## config.mk

```make
export PLATFORM = sky130hd
export DESIGN_NAME = sa_az_sequencer
export DESIGN_NICKNAME = d
export VERILOG_FILES = /design/src/rtl/sa_az_sequencer.sv
export SDC_FILE = /design/constraint.sdc
export NUM_CORES = 1
export LEC_CHECK = 0
export BUFFER_PORTS_ARGS = -buffer_cell sky130_fd_sc_hd__buf_2
export CAP_MARGIN = 25
export CORE_UTILIZATION = 49
export CTS_CLUSTER_DIAMETER = 50
export DETAILED_ROUTE_END_ITERATION = 12
export PLACE_DENSITY_LB_ADDON = 0.05
export SYNTH_ARGS = -nofsm -noshare
export SYNTH_HDL_FRONTEND = slang
export SYNTH_SLANG_ARGS = --single-unit
```

## constraint.sdc

```tcl
create_clock -name clk -period 2.1 [get_ports clk]
set_input_delay 0.315 -clock clk [delete_from_list [all_inputs] [get_ports clk]]
set_output_delay 0.315 -clock clk [all_outputs]
set_load 0.01 [all_outputs]
```

## src/rtl/sa_az_sequencer.sv

```systemverilog
// Auto-zero acquisition sequencer: alternates the AZ mux between signal and zero,
// settles each phase, then fires one ADC conversion per phase and waits for its result.
module sa_az_sequencer #(
  parameter int CNT_W   = 24,
  parameter int AZMUX_W = 4
) (
  input  logic               clk,
  input  logic               reset,
  input  logic               arm_i,
  input  logic [CNT_W-1:0]   p_clk_count_precharge,
  input  logic [AZMUX_W-1:0] p_azmux_hi,
  input  logic [AZMUX_W-1:0] p_azmux_lo,
  input  logic [1:0]         p_pc_sel,
  input  logic               adc_valid_i,
  output logic               adc_trig_o,
  output logic [AZMUX_W-1:0] azmux_o,
  output logic               sig_pc1_sw_o,
  output logic               sig_pc2_sw_o,
  output logic               meas_complete_o,
  output logic [7:0]         pair_count_o,
  output logic [2:0]         status_o
);

  typedef enum logic [2:0] {
    IDLE      = 3'd0,
    SETTLE_HI = 3'd1,
    MEAS_HI   = 3'd2,
    SETTLE_LO = 3'd3,
    MEAS_LO   = 3'd4
  } state_t;

  state_t           state;
  logic [CNT_W-1:0] cnt;
  logic             adc_done;

  // A valid arriving in the same cycle as our own trigger cannot belong to it.
  assign adc_done = adc_valid_i && !adc_trig_o;
  assign status_o = state;

  always_ff @(posedge clk) begin
    if (reset) begin
      state           <= IDLE;
      cnt             <= '0;
      adc_trig_o      <= 1'b0;
      azmux_o         <= '0;
      sig_pc1_sw_o    <= 1'b0;
      sig_pc2_sw_o    <= 1'b0;
      meas_complete_o <= 1'b0;
      pair_count_o    <= 8'd0;
    end else begin
      adc_trig_o      <= 1'b0;
      meas_complete_o <= 1'b0;
      case (state)
        IDLE: begin
          if (arm_i) begin
            state        <= SETTLE_HI;
            azmux_o      <= p_azmux_hi;
            sig_pc1_sw_o <= p_pc_sel[0];
            sig_pc2_sw_o <= p_pc_sel[1];
            cnt          <= p_clk_count_precharge;
          end
        end
        SETTLE_HI, SETTLE_LO: begin
          // Terminal count checked before decrementing so a zero reload never wraps.
          if (cnt == '0) begin
            state      <= (state == SETTLE_HI) ? MEAS_HI : MEAS_LO;
            adc_trig_o <= 1'b1;
          end else begin
            cnt <= cnt - 1'b1;
          end
        end
        MEAS_HI: begin
          if (adc_done) begin
            state        <= SETTLE_LO;
            azmux_o      <= p_azmux_lo;
            sig_pc1_sw_o <= 1'b0;
            sig_pc2_sw_o <= 1'b0;
            cnt          <= p_clk_count_precharge;
          end
        end
        MEAS_LO: begin
          if (adc_done) begin
            meas_complete_o <= 1'b1;
            pair_count_o    <= pair_count_o + 8'd1;
            if (arm_i) begin
              state        <= SETTLE_HI;
              azmux_o      <= p_azmux_hi;
              sig_pc1_sw_o <= p_pc_sel[0];
              sig_pc2_sw_o <= p_pc_sel[1];
              cnt          <= p_clk_count_precharge;
            end else begin
              state        <= IDLE;
              azmux_o      <= '0;
              sig_pc1_sw_o <= 1'b0;
              sig_pc2_sw_o <= 1'b0;
              cnt          <= '0;
            end
          end
        end
        default: state <= IDLE;
      endcase
    end
  end

endmodule
```

==> summary.txt <==
Timing
  – Worst hold margin: between 0.2 and 0.3 ns
  – Least-Margin Pin Slew: around 0.7 ns
  – Fmax: 0.5075 GHz
  – Final number of hold-violating endpoints: 0
  – Setup-failing EPs final: 0
  – Clock skew: approximately 0.0082 ns
  – Min cycle time layout: approximately 2.0 ns
  – Setup tns final: 0 ns
  – Max-slew headroom: 0.5382
  – Final Cycle Share: 0.9384
  – Slew Limit Fails: 0
  – Setup ws final: around 0.13 ns
  – RSZ-0062 raised after global routing: false

Yosys
  – Dominant synthesized flop cell: dfxtp_1
  – Synth Cell Area: 0.002552 mm2
  – Asr flop ratio synth: 0
  – Seq/Total Area, Yosys: 0.3373
  – Synth Net Count: about 360
  – Yosys reg bits: 43
  – Synth Instances: between 300 and 400
  – Distinct cells, synth: 58
  – Post-synth EDFFs: 0
  – Syn Area/Cell: 8.001 um2
  – YS warnings: 0

Clock tree
  – Postcts setup bufs: 0
  – CTS Hold Bufs: 0
  – Clock tree buffer depth: 2
  – TritonCTS clock tree: yes
  – Root Buffer: clkbuf_8
  – CTS Sinks: 43
  – Total CTS buffers: 5
  – Clock network latency to the later pin of the worst-skew pair: ~0.3 ns
  – CTS clk-pin slew, worst paths: 0.09 ns
  – H-tree depth: 2

Global routing
  – First-pass GRT wire length: between 10000 and 15000 um
  – Vias in the first global route: 2487
  – Total track usage: 0.2780
  – Grt total ovfl: 0
  – Initial antenna violation count: 0
  – Largest net degree at the start of global routing: 25

Route
  – First-pass detailed-route iteration total: 5
  – Drt wl/cell: 15.55 um
  – DR iter-0 viols: 208
  – Vias: approximately 2800
  – # DRC: 0
  – Routed Antenna Nets: 0
  – Routed Wire Length: approximately 7000 um
  – DR vias/cell: just over 6

Finish
  – Layout cells sized above 1: 0.2967
  – Area Growth Syn to Fin: 26.08%
  – Total Nets Final: 430
  – N_diodes: 0

Worst setup path
  – Worst Path Arrival: 2.19 ns
  – CP max FO: 10
  – Nature of the critical path startpoint: register
  – CP Class: register to register
  – CP Cell Sequence: nor4_1 -> and3_1 -> and4_4 -> buf_6 -> nor2_2 -> a221oi_2
  – CP endpoint kind: register
  – CP peak stage delay: about 0.4 ns
  – Req. time, crit path: 2.32 ns
  – Flop-to-flop setup slack: ~0.13 ns
  – CP max stage cell: nor4_1

Run status
  – Run status: completed

Placement
  – Setup WS pre-CTS: around 0.015 ns
  – # port buffers: between 50 and 60
  – DP HPWL: around 5000 um
  – RePlAce Congestion: 0.8773

Hold path
  – Hold Crit Class: primary input to register

Power
  – Pwr per Cell Area: around 670 mW/mm2
  – Max rail drop VDD: around 330 uV
  – Static Leak: between 1 and 1.5 nW

Floorplanning
  – Io pins: 57
  – Initial core utilization: 0.5231
  – Die area: about 0.0055 mm2
  – Die X: ~74 um
  – Core footprint: ~0.0049 mm2
  – Die H: between 70 and 80 um
  – Row count: 25

Flow run
  – Maxcap violations: 0
critical path, delay by kind of cell, from the launching register on:
family	cells	cell delay, ns
DFF	1	0.37
and+or+nand+nor	4	1.13
AOI/OAI and AO/OA	1	0.24
buffers and inverters	1	0.14
layout by cell type, fill, tap and decap left out, types with 6 or more instances in the layout:
cell,netlist,routed
nor4_1,7,6
nand4_1,6,6
nand3_1,12,12
inv_1,9,8
dfxtp_1,43,42
o311ai_0,8,8
buf_2,7,56
nand2_1,16,16
o21ai_0,14,14
nor2_1,30,30
buf_4,3,28
a21oi_1,35,35
o31ai_1,13,13
nor3_1,8,8
nand2b_1,6,6
a31oi_1,6,6
xor2_1,8,8
cells in the mapped netlist (all sizes together), types with 4 or more instances:
cell	n	area share
or4	4	0.013
clkbuf	13	0.019
o31ai	13	0.038
a32o	5	0.020
nand4	6	0.015
inv	9	0.013
o21ai	14	0.027
nand2	16	0.024
nor3	9	0.020
dfxtp	43	0.34
nor2	32	0.051
xor2	8	0.027
nand3	12	0.024
buf	12	0.025
nand2b	6	0.015
a21oi	35	0.069
nor4	10	0.035
o311ai	8	0.027
o211ai	5	0.015
a31oi	6	0.015
flip-flops by register name (all words and copies together), names as in the netlist:
name	cells
pair_count_o	8
sig_pc2_sw_o	1
cnt	24
sig_pc1_sw_o	1
azmux_o	4
adc_trig_o	1
meas_complete_o	1
status_o	3
per-stage QoR:
step / std cells / power [mW] / cell area (um2) / utilization
final: 458 / 2.152 / 3218 / 0.6595
after CTS: 458 / 2.147 / 3186 / 0.6528
after global routing: 458 / 2.280 / 3218 / 0.6595
after detailed placement: 450 / 1.572 / 3088 / 0.6328
after floorplan: 319 / 1.332 / 2552 / -
after global placement: 450 / 1.565 / 3088 / 0.6328
cells by family (layout without fill, tap and decap cells):
family / Yosys count / count (layout) / synth area share
multiplexers: 1 / 1 / 0.003922
AND/OR/NAND/NOR: 117 / 117 / 0.2588
AO/OA/AOI/OAI: 112 / 112 / 0.2981
buffers and inverters: 34 / 106 / 0.05784
flip-flops: 43 / 43 / 0.3373
XOR/XNOR: 10 / 10 / 0.03432
adder cells (fa/ha/maj): 2 / 2 / 0.009802
where the power goes:
| part | switching, mW | internal (mW) | leakage, nW |
|---|---|---|---|
| Clock | 0.322 | 0.245 | 0.0491 |
| Combinational | 0.354 | 0.291 | 0.933 |
| Sequential | 0.0660 | 0.874 | 0.353 |
| Total | 0.742 | 1.41 | 1.33 |
final timing paths:
path,start,to,cells after the start
setup / recovery,cnt[18],cnt[21],6
hold reg to reg,azmux_o[2],azmux_o[2],2
hold / removal,p_clk_count_precharge[14],cnt[14],3
setup reg to reg,cnt[18],cnt[21],6
metal layers:
layer  global-route usage  up-vias  share of wire
li1                     -     1369              -
met1               0.3957     1282           0.46
met2               0.4333      142           0.45
met3              0.04065       14          0.073
met4              0.08547        0          0.015
met5                    0        -              0
area by class of cell:
type	instances	area, um2
timing repair buffer	89	573.1
tap	67	83.83
inverter	9	33.78
sequential	43	862.1
fill	454	1662
multi-input combinational	242	1570
clock buffer	5	68.82
clock inverter	3	26.28
repair_timing:
action	4_1_cts	5_1_grt
gates resized for setup	1	11
pin swaps	0	1
hold endpoints to repair	0	0
setup endpoints to repair	2	12
Power figures use the tool's default switching activity.
